--- src/rtl/serial_subtractor_16bit.sv ---
// serial_subtractor_16bit
//
// Bit-serial 16-bit two's-complement subtractor: diff = in1 - in2 - b_in.
// A single full-adder cell adds the minuend to the inverted subtrahend, one
// bit per clock from LSB to MSB, with the carry seeded by ~b_in. Each
// operation is framed by a start/busy/done handshake and takes 16 RUN cycles
// followed by one DONE cycle.
//
// Ports:
//   i_clk    - clock, all state updates on the rising edge
//   i_rst    - asynchronous active-high reset
//   i_start  - operation request, accepted only in IDLE
//   i_in1    - minuend, latched on accept
//   i_in2    - subtrahend, latched on accept
//   i_b_in   - borrow in, latched on accept
//   o_diff   - result, updated only at completion
//   o_b_out  - borrow out (in1 < in2 + b_in, unsigned)
//   o_ovf    - signed overflow
//   o_busy   - high while bits are being processed (RUN)
//   o_done   - one-cycle completion pulse (DONE)

module serial_subtractor_16bit (
    input  logic        i_clk,
    input  logic        i_rst,
    input  logic        i_start,
    input  logic [15:0] i_in1,
    input  logic [15:0] i_in2,
    input  logic        i_b_in,
    output logic [15:0] o_diff,
    output logic        o_b_out,
    output logic        o_ovf,
    output logic        o_busy,
    output logic        o_done
);

    typedef enum logic [1:0] {
        ST_IDLE = 2'd0,
        ST_RUN  = 2'd1,
        ST_DONE = 2'd2
    } state_t;

    state_t      r_state;
    logic [15:0] r_a;       // latched minuend
    logic [15:0] r_b;       // latched inverted subtrahend
    logic        r_carry;   // full-adder carry, seeded with ~b_in
    logic [3:0]  r_cnt;     // bit index currently being processed
    // Only 15 partial-sum bits are stored: the 16th sum bit goes straight
    // into o_diff on the completing edge together with these.
    logic [14:0] r_sr;

    logic w_a_bit;
    logic w_b_bit;
    logic w_sum;
    logic w_cout;
    logic w_last;

    assign w_a_bit = r_a[r_cnt];
    assign w_b_bit = r_b[r_cnt];
    assign w_sum   = w_a_bit ^ w_b_bit ^ r_carry;
    assign w_cout  = (w_a_bit & w_b_bit) | (w_a_bit & r_carry) | (w_b_bit & r_carry);
    assign w_last  = (r_cnt == 4'd15);

    always_ff @(posedge i_clk or posedge i_rst) begin
        if (i_rst) begin
            r_state <= ST_IDLE;
            r_a     <= 16'h0000;
            r_b     <= 16'h0000;
            r_carry <= 1'b0;
            r_cnt   <= 4'd0;
            r_sr    <= 15'h0000;
            o_diff  <= 16'h0000;
            o_b_out <= 1'b0;
            o_ovf   <= 1'b0;
            o_busy  <= 1'b0;
            o_done  <= 1'b0;
        end else begin
            case (r_state)
                ST_IDLE: begin
                    o_done <= 1'b0;
                    if (i_start) begin
                        r_a     <= i_in1;
                        r_b     <= ~i_in2;
                        r_carry <= ~i_b_in;
                        r_cnt   <= 4'd0;
                        o_busy  <= 1'b1;
                        r_state <= ST_RUN;
                    end
                end
                ST_RUN: begin
                    r_sr    <= {w_sum, r_sr[14:1]};
                    r_carry <= w_cout;
                    r_cnt   <= r_cnt + 4'd1;
                    if (w_last) begin
                        o_diff  <= {w_sum, r_sr};
                        // Carry out of a + ~b + ~b_in is the inverse of borrow.
                        o_b_out <= ~w_cout;
                        // Operand signs differ (true subtrahend sign is ~r_b[15])
                        // and the result sign departs from the minuend sign.
                        o_ovf   <= (r_a[15] != ~r_b[15]) && (w_sum != r_a[15]);
                        o_busy  <= 1'b0;
                        o_done  <= 1'b1;
                        r_state <= ST_DONE;
                    end
                end
                ST_DONE: begin
                    o_done  <= 1'b0;
                    r_state <= ST_IDLE;
                end
                default: begin
                    o_busy  <= 1'b0;
                    o_done  <= 1'b0;
                    r_state <= ST_IDLE;
                end
            endcase
        end
    end

endmodule
--- config.mk ---
export PLATFORM = sky130hd
export DESIGN_NAME = serial_subtractor_16bit
export DESIGN_NICKNAME = d
export VERILOG_FILES = /design/src/rtl/serial_subtractor_16bit.sv
export SDC_FILE = /design/constraint.sdc
export NUM_CORES = 1
export LEC_CHECK = 0
export CORE_MARGIN = 4
export CORE_UTILIZATION = 54
export DETAILED_ROUTE_END_ITERATION = 10
export MAX_ROUTING_LAYER = met4
export PLACE_DENSITY = 0.94
export REMOVE_ABC_BUFFERS = 1
export SETUP_SLACK_MARGIN = 0.4
export SLEW_MARGIN = 25
export SYNTH_ARGS = -nofsm -noshare
export SYNTH_HDL_FRONTEND = slang
export SYNTH_SLANG_ARGS = --single-unit
--- constraint.sdc ---
create_clock -name i_clk -period 8.6 [get_ports i_clk]
set_clock_uncertainty 0.05 [all_clocks]
set_input_delay 2.58 -clock i_clk [delete_from_list [all_inputs] [get_ports i_clk]]
set_output_delay 2.58 -clock i_clk [all_outputs]
set_load 0.02 [all_outputs]
==> results of run 1 <==
==> flip-flops by register name, indices dropped and copies added (netlist names) <==
name / cells
o_b_out: 1
o_busy: 1
o_diff: 16
o_done: 1
o_ovf: 1
r_a: 16
r_b: 16
r_carry: 1
r_cnt: 4
r_sr: 15
r_state: 2
==> routing by layer <==
layer / GRT usage / part of all wire / up-vias / wire [um]
met2: 0.306 / 0.51 / 76 / 3320
met3: 0.0412 / 0.052 / 16 / 338
li1: - / - / 1072 / -
met4: 0.102 / 0.023 / 0 / 149
met1: 0.248 / 0.41 / 1089 / 2700
met5: - / 0 / - / 0
==> report_power, final <==
| part | internal (W) | switching, W | total [W] | leakage (nW) |
|---|---|---|---|---|
| registers | 0.000499 | 0.000124 | 0.000622 | 0.934 |
| clock network | 0.000179 | 0.000125 | 0.000304 | 0.117 |
| logic | 0.000255 | 0.000266 | 0.000522 | 0.832 |
==> stage by stage <==
stage          total power (W)  setup slack [ps]  hold WS [ps]  instances
6_report               0.00145              4620           428        421
5_1_grt                0.00154              4580           450        421
4_1_cts                0.00145              4610           430        421
3_5_place_dp           0.00114              4430           412        405
3_3_place_gp           0.00111              4550           400        405
2_1_floorplan         0.000948              4090           387        276
==> synthesized netlist by cell type <==
cell	number
nand2_1	114
nand3_1	3
a221oi_1	1
a22o_1	2
or3_1	1
buf_4	1
nand2b_1	1
o21a_1	1
ha_1	1
nor2_1	5
a31oi_1	1
clkbuf_1	8
and3_1	1
o22ai_1	1
nor2b_1	3
mux2i_1	3
mux2_2	9
buf_8	1
and2_1	1
mux2_4	7
nand4_1	1
buf_2	2
nor2_4	1
inv_1	6
a22oi_1	1
a21oi_2	1
mux4_2	4
fa_1	1
dfrtp_1	74
a32oi_1	1
a21oi_1	2
buf_1	1
o31ai_1	1
mux4_1	3
buf_6	2
o21ai_0	24
nand3_2	1
==> worst max path at each step <==
stage            start  slack [ps]  endpoint  cells after the start
5_1_grt         o_busy        4580    o_busy                      1
4_1_cts        o_b_out        4610   o_b_out                      1
6_report       o_b_out        4620   o_b_out                      1
2_1_floorplan    i_rst        4090   o_b_out                      1
3_5_place_dp   i_start        4430   r_a[13]                      5
3_3_place_gp   i_start        4550   r_a[15]                      5
==> cells by family after synthesis <==
family,count (synthesis)
fa+ha+maj,2
flops,74
compound gates,36
mux,26
buf+inv,21
simple gates,132
==> area by class of cell <==
type / instances / area, sq um / area share
clock buffers: 12 / 155 / 0.0394
clock inverters: 4 / 73.8 / 0.0187
inverters: 6 / 22.5 / 0.00571
multi-input cells: 196 / 1180 / 0.300
flip-flops and latches: 74 / 1850 / 0.470
well taps: 72 / 90.1 / 0.0229
repair buffers: 57 / 566 / 0.143
==> metrics, run 1 <==
outcome=completed; post-synthesis xor/xnor area fraction=0; Worst Hold Class=flip-flop to flip-flop; Setup crit start kind=flip-flop; Boundary Pins=56; vias in the first global route=2305; hold path start=r_b[5]; Ys Warns=0; Synth Area in Simple Gates=0.170; Final Cell Area=3940 sq um; reg2reg start=r_cnt[0]; layout cells sized above 1=0.120; Synth Area in Compound Gates=0.0665; # setup viols final=0; number of H-tree levels=3; Total Wirelength=6520 um; Post-DP HPWL=4250 um; routed vias=2253; R2R cell count=6; max incr delay on CP=620 ps; most frequent cells in the layout=114 x nand2_1, 74 x dfrtp_1, 55 x clkdlybuf4s50_1; most common cell after layout, fill and taps aside=nand2_1; Hold Crit Depth=2; initial antenna violation count=0; DR vias/cell=5.35; Syn Area/Cell=10.8 sq um; first-pass GRT wire length=10800 um; Worst Hold Path EP=r_b[5]; Req. time, crit path=5970 ps; first-pass detailed-route iteration total=5; Clock Sinks=74; Crit Path Class=flip-flop to output pin; CTS Hold Bufs=0; total track usage=0.198; Gate Count Post-Synth=291; ranking of synthesized cells by area=dfrtp_1 59%, nand2_1 14%, o21ai_0 3.8%; CP top delay family=buffers and inverters; crit-path cells=clkdlybuf4s50_1; DR iter-0 viols=149; post-synthesis mux area share=0.129; unrepaired setup endpoints after global routing=false; Post-CTS Resized=0; # rows=27; Max Cap Viol=0; gr ovfl total=0; P_leak=1.88 nW; reg2reg end=o_ovf; CTS tree=yes; number of I/O port buffers=55; Mapped Area=3140 sq um; minimum clock period=3980 ps; Max Freq=251 MHz; Critical Path Slowest Stage Cell=clkdlybuf4s50_1; clk buf depth=2; Synth top area share=0.589; worst-path fanout max=2; Final #Nets=382; Filler cells=365; VDD IR max=0.177 mV; Pins Over Slew Limit=0; Yosys reg bits=74; Worst Path Arrival=1350 ps; clk_lat worst skew=350 ps; period utilization=0.463; Root Buffer=clkbuf_8; Slew @ Worst Pin=917 ps; diodes inserted=0; number of buffers added for setup after CTS=0; initial core utilization=0.564; Core ar.=5570 sq um; post-layout util=0.707; setup TNS=0 ps; die height=84.3 um; GPL Wtd Cong=0.827; Adder-Cell Fraction of Synth Area=0.0104; Synth cell types=37; Worst Setup End Kind=output pin; register area share after synthesis=0.589; relative slew slack=0.389; largest family of logic cells by synthesized area=simple AND/OR/NAND/NOR gates; Placed Area=3710 sq um; clock-pin slew on the worst setup and hold paths=70 ps; Die W=84.3 um; Synth area leader=dfrtp_1; # DRC=0; die area=7100 sq um; Final Hold Vio Count=0; WP buf/inv=1; Pwr Density=367 nW/um^2; drt wl/cell=15.5 um; DRT antenna net count=0; largest net degree at the start of global routing=75; reg2reg setup slack=5650 ps; area grow syn2layout=25.4%; CTS Buf Count=9
No activity file was read; power rests on OpenSTA's default activity.
==> run 2: changes to the inputs <==
CORE_UTILIZATION = 52   (was 54)
PLACE_DENSITY = 0.91   (was 0.94)
clock period = 4.14 ns   (was 8.6 ns; I/O delays follow)
==> run 2 against run 1 <==
  * Global-route usage decreased by 1.8 points
  * Final area decreased by 0.57%
  * Routed wire length decreased by 8.8%
  * Combinational power increased by 100%
  * Sequential share of layout area increased by 0.27 points
  * Via count decreased by 3.3%
  * Clock power increased by 70%
  * Die area increased by 3.5%
  * Critical endpoint is now o_ovf
  * Highest routed layer unchanged
==> metrics, run 2 (synthesis gave the netlist of run 1 again) <==
unrepaired setup endpoints after global routing=false; largest net degree at the start of global routing=39 (-48%); Boundary Pins=56 (unchanged); routed vias=2179 (-3.3%); gr busiest metal=met2; outcome=completed; drt wl/cell=14.0 um (-9.5%); period utilization=0.681; CTS Buf Count=9 (unchanged); crit-path cells=mux4_1 > a32oi_1 > o21a_1 > fa_1 > or3_1 > a31oi_1; P_leak=1.87 nW (-0.93%); Switching Share=0.360 (+0.00470); total internal power=0.00183 W (+96%); register share of total power=0.450 (+0.020); Hold Crit Depth=2 (unchanged); Worst Setup End Kind=flip-flop; Max Cap Viol=0 (unchanged); number of I/O port buffers=55 (unchanged); Hold Slack=428 ps (-0.0230 ps); worst-path fanout max=12 (+10); relative slew slack=0.453 (+0.0645); most common cell after layout, fill and taps aside=nand2_1; Final Hold Vio Count=0 (unchanged); minimum clock period=2820 ps; R2R cell count=6 (unchanged); CTS Hold Bufs=0 (unchanged); clock network fraction of design power=0.181 (-0.029); die height=85.7 um (+1.7%); Slew @ Worst Pin=820 ps (-96.8 ps); Final #Nets=382 (unchanged); Req. time, crit path=4350 ps (-1620 ps); Pins Over Slew Limit=0 (unchanged); DRT antenna net count=0 (unchanged); Root Buffer=clkbuf_8; Worst Path Arrival=3030 ps (+1680 ps); Pwr Density=731 nW/um^2 (+99%); clock-pin slew on the worst setup and hold paths=70 ps (about the same); gr ovfl total=0 (unchanged); # rows=28 (+3.7%); Critical Path Slowest Stage Cell=dfrtp_1; CTS tree=yes; Core ar.=5890 sq um (+5.6%); Post-CTS Resized=0 (unchanged); Setup crit start kind=flip-flop; Worst Hold Class=flip-flop to flip-flop; biggest registers after layout=o_diff x16, r_a x16, r_b x16; most frequent cells in the layout=114 x nand2_1, 74 x dfrtp_1, 55 x clkdlybuf4s50_1; VDD IR max=0.323 mV (+82%); area grow syn2layout=24.7%; clk_lat worst skew=340 ps (about the same); Total Wirelength=5940 um (-8.8%); initial core utilization=0.534 (-0.0298); vias in the first global route=2196 (-4.7%); Clock Sinks=74 (unchanged); first-pass GRT wire length=10000 um (-7.1%); DR vias/cell=5.14 (-4.0%); die area=7350 sq um (+3.5%); first-pass detailed-route iteration total=4 (-1); diodes inserted=0 (unchanged); number of buffers added for setup after CTS=0 (unchanged); # setup viols final=0 (unchanged); Post-DP HPWL=4340 um (+2.2%); max incr delay on CP=700 ps (+80 ps); total track usage=0.181 (-0.0176); met1 usage=0.225 (-0.0232); Net Sw Power=0.00103 W (+100%); number of H-tree levels=3 (unchanged); Logic pwr share=0.369 (+0.009); met3 usage=0.0307 (-0.0105); Max Freq=355 MHz; setup TNS=0 ps (unchanged); DR iter-0 viols=104 (-30%); layout cells sized above 1=0.123 (+0.00287); # DRC=0 (unchanged); initial antenna violation count=0 (unchanged); Die W=85.7 um (+1.7%); GPL Wtd Cong=0.741 (-10%); M2 GR Usage=0.294 (-0.0118); clk buf depth=2 (unchanged); Crit Path Class=flip-flop to flip-flop
[run 2: changes by cell type in the layout (fill, tap and decap cells not counted), sizes merged]
cell,previous run,this run
clkinvlp,0,2
bufinv,2,0
[run 2: metrics by stage]
stage                     total power (W)  area [sq um]  instances  utilization  setup WS (ps)
after floorplan                   0.00197          3050        276            -            966
after global placement            0.00229          3730        408        0.633           1140
after detailed placement          0.00238          3730        408        0.633           1070
after CTS                         0.00290          3920        424        0.665           1290
after global routing              0.00309          3920        424        0.666           1080
final                             0.00286          3920        424        0.666           1320
[run 2: metal layers]
metal / routed length [um] / vias up
met5: 0 / -
met4: 110 / 0
met3: 276 / 14
met2: 2970 / 60
met1: 2580 / 1038
li1: - / 1067
[run 2: critical path, delay by kind of cell (launching register included)]
family	cells	cell delay, ps
AOI/OAI and AO/OA	3	560
adders and majority gates	1	470
DFF	1	700
muxes	1	650
and+or+nand+nor	1	330
[run 2: area by class of cell]
class                      instances  area [sq um]
clock buffer                      12           165
clock inverter                     4          25.0
fill                             476          1970
inverter                           6          22.5
multi-input combinational        196          1180
sequential                        74          1850
tap                               75          93.8
timing repair buffer              57           578
[run 2: power groups by stage]
stage | combinational, W | clock (W) | sequential, W
after detailed placement | 0.00107 | 0 | 0.00130
after global placement | 0.00101 | 0 | 0.00128
final | 0.00106 | 0.000517 | 0.00129
after floorplan | 0.000663 | 0 | 0.00131
after CTS | 0.00108 | 0.000530 | 0.00129
after global routing | 0.00119 | 0.000560 | 0.00134
[run 2: worst paths after layout]
kind / from / endpoint / slack (ps)
setup / recovery: r_cnt[0] / o_ovf / 1320
min in group asynchronous: i_rst / r_b[10] / 1310
max in group asynchronous: i_rst / r_cnt[1] / 2060
hold / removal: r_a[12] / r_a[12] / 430
hold reg to reg: r_a[12] / r_a[12] / 430
setup reg to reg: r_cnt[0] / o_ovf / 1320
==> run 3: changes to the inputs <==
CORE_UTILIZATION = 47   (was 52)
PLACE_DENSITY = 0.87   (was 0.91)
clock period = 2.4 ns   (was 4.14 ns; I/O delays follow)
==> run 3 against run 2 <==
  * The run now ends with negative setup slack left
  * Critical path depth increased by 2
  * First-iteration DRC count increased by 76%
  * Total power increased by 90%
  * Global-route usage decreased by 0.26 points
  * Cell count increased by 4.5%
  * Setup slack got worse by 1400 ps
  * Register-to-register slack got worse by 1400 ps
  * Final area increased by 5.2%
  * Hold slack got worse by 4.1 ps
  * Via count increased by 6.1%
  * Largest cell class unchanged
==> metrics, run 3 (synthesis gave the netlist of run 1 again) <==
Pins Over Slew Limit=0 (unchanged); CP top delay family=multiplexers; initial antenna violation count=0 (unchanged); worst-path fanout max=2 (-10); GPL Wtd Cong=0.802 (+8.2%); Final Hold Vio Count=0 (unchanged); total track usage=0.178 (-0.00263); Max Cap Viol=0 (unchanged); unrepaired setup endpoints after global routing=true; Root Buffer=clkbuf_8; # DRC=0 (unchanged); CTS Buf Count=9 (unchanged); first-pass detailed-route iteration total=4 (unchanged); Worst Path Arrival=2690 ps (-340 ps); outcome=finished, violations left; Clock Sinks=74 (unchanged); clock-pin slew on the worst setup and hold paths=80 ps (about the same); area grow syn2layout=31.1%; Post-DP HPWL=4440 um (+2.2%); Boundary Pins=56 (unchanged); number of H-tree levels=3 (unchanged); WP buf/inv=1 (+1); Critical Path Slowest Stage Cell=mux4_2; DR iter-0 viols=183 (+76%); clk buf depth=2 (unchanged); biggest registers after layout=o_diff x16, r_a x16, r_b x16; Tot Pwr=0.00544 W (+90%); failing checks=negative setup slack; initial core utilization=0.489 (-0.0446); Max Freq=406 MHz (+14%); Crit Path Class=flip-flop to flip-flop; minimum clock period=2460 ps (-356 ps); max incr delay on CP=490 ps (-210 ps); Slew @ Worst Pin=521 ps (-299 ps); most frequent cells in the layout=114 x nand2_1, 72 x dfrtp_1, 35 x clkdlybuf4s50_1; CTS tree=yes; Req. time, crit path=2630 ps (-1720 ps); P_leak=2.04 nW (+9.6%); number of I/O port buffers=55 (unchanged); Hold Slack=424 ps (-4.06 ps); die height=89.8 um (+4.7%); Die W=89.8 um (+4.7%); # rows=29 (+3.6%); Worst Hold Class=flip-flop to flip-flop; clock network fraction of design power=0.199 (+0.018); total internal power=0.00348 W (+90%); Net Sw Power=0.00196 W (+90%); DRT antenna net count=0 (unchanged); drt wl/cell=15.1 um (+7.6%); post-layout util=0.642 (-0.0241); Switching Share=0.360 (about the same); layout cells sized above 1=0.178 (+0.0544); Pwr Density=1320 nW/um^2 (+81%); CTS Hold Bufs=0 (unchanged); register share of total power=0.399 (-0.051); vias in the first global route=2362 (+7.6%); VDD IR max=0.618 mV (+92%); Logic pwr share=0.402 (+0.033); # setup viols final=2 (+2); routed vias=2312 (+6.1%); largest net degree at the start of global routing=75 (+92%); first-pass GRT wire length=11200 um (+11%); setup ws final=-62.8 ps (-1380 ps); diodes inserted=0 (unchanged); clk_lat worst skew=350 ps (about the same); gr ovfl total=0 (unchanged); most common cell after layout, fill and taps aside=nand2_1; period utilization=1.03 (+0.345); Total Wirelength=6680 um (+12%); Filler cells=516 (+8.4%); DR vias/cell=5.22 (+1.6%); die area=8060 sq um (+9.6%); crit-path cells=buf_12 > mux4_2 > mux2i_1 > nor2_1 > a21oi_2 > fa_1 > or3_1 > a31oi_1; Final #Nets=399 (+4.5%); relative slew slack=0.649 (+0.196); Core ar.=6420 sq um (+9.1%); Worst Setup End Kind=flip-flop; Setup crit start kind=flip-flop
==> run 3: worst paths after layout <==
check | slack [ps] | from | endpoint | depth (start not counted)
hold reg to reg | 420 | r_a[14] | r_a[14] | 2
setup / recovery | -60 | r_cnt[1] | o_ovf | 8
min in group asynchronous | 720 | i_rst | o_diff[12] | 3
hold / removal | 420 | r_a[14] | r_a[14] | 2
max in group asynchronous | 1260 | i_rst | r_cnt[1] | 3
setup reg to reg | -60 | r_cnt[1] | o_ovf | 8
==> run 3: per-stage QoR <==
step | instances | setup slack (ps) | area [sq um] | setup TNS (ps)
5_1_grt | 443 | -137 | 4120 | -219
2_1_floorplan | 276 | -252 | 3050 | -18760
6_report | 443 | -62.8 | 4120 | -111
3_5_place_dp | 421 | -39.7 | 3820 | -39.7
3_3_place_gp | 421 | 30.9 | 3820 | 0
4_1_cts | 442 | -6.39 | 4100 | -6.39
==> run 3: power groups by stage <==
stage                     logic [W]  clock network [W]  registers, W
after floorplan             0.00114                  0       0.00225
after global placement      0.00195                  0       0.00215
after detailed placement    0.00205                  0       0.00218
after CTS                   0.00210            0.00110       0.00217
after global routing        0.00243            0.00115       0.00224
final                       0.00219            0.00108       0.00217
==> run 3: cell type report <==
type	count	area [sq um]	area share
well taps	77	96.3	0.0234
clock buffers	10	138	0.0334
flip-flops and latches	74	1850	0.450
clock inverters	6	90.1	0.0219
multi-input cells	196	1190	0.289
inverters	6	22.5	0.00546
repair buffers	74	729	0.177
==> run 3: worst min-delay path: cells and delay by family (launching register included) <==
family | cells | cell delay, ps
flops | 1 | 340
simple gates | 2 | 100
==> run 3: per-layer routing <==
layer | global-route usage | vias to the layer above | part of all wire
li1 | - | 1101 | -
met1 | 0.205 | 1115 | 0.43
met2 | 0.297 | 80 | 0.50
met3 | 0.0501 | 16 | 0.050
met4 | 0.0702 | 0 | 0.020
met5 | - | - | 0
==> run 3: timing repair <==
action | 4_1_cts | 5_1_grt
pin swaps | 4 | 2
endpoints found under the setup margin | 29 | 20
setup buffers | 5 | 1
resized for setup | 27 | 3
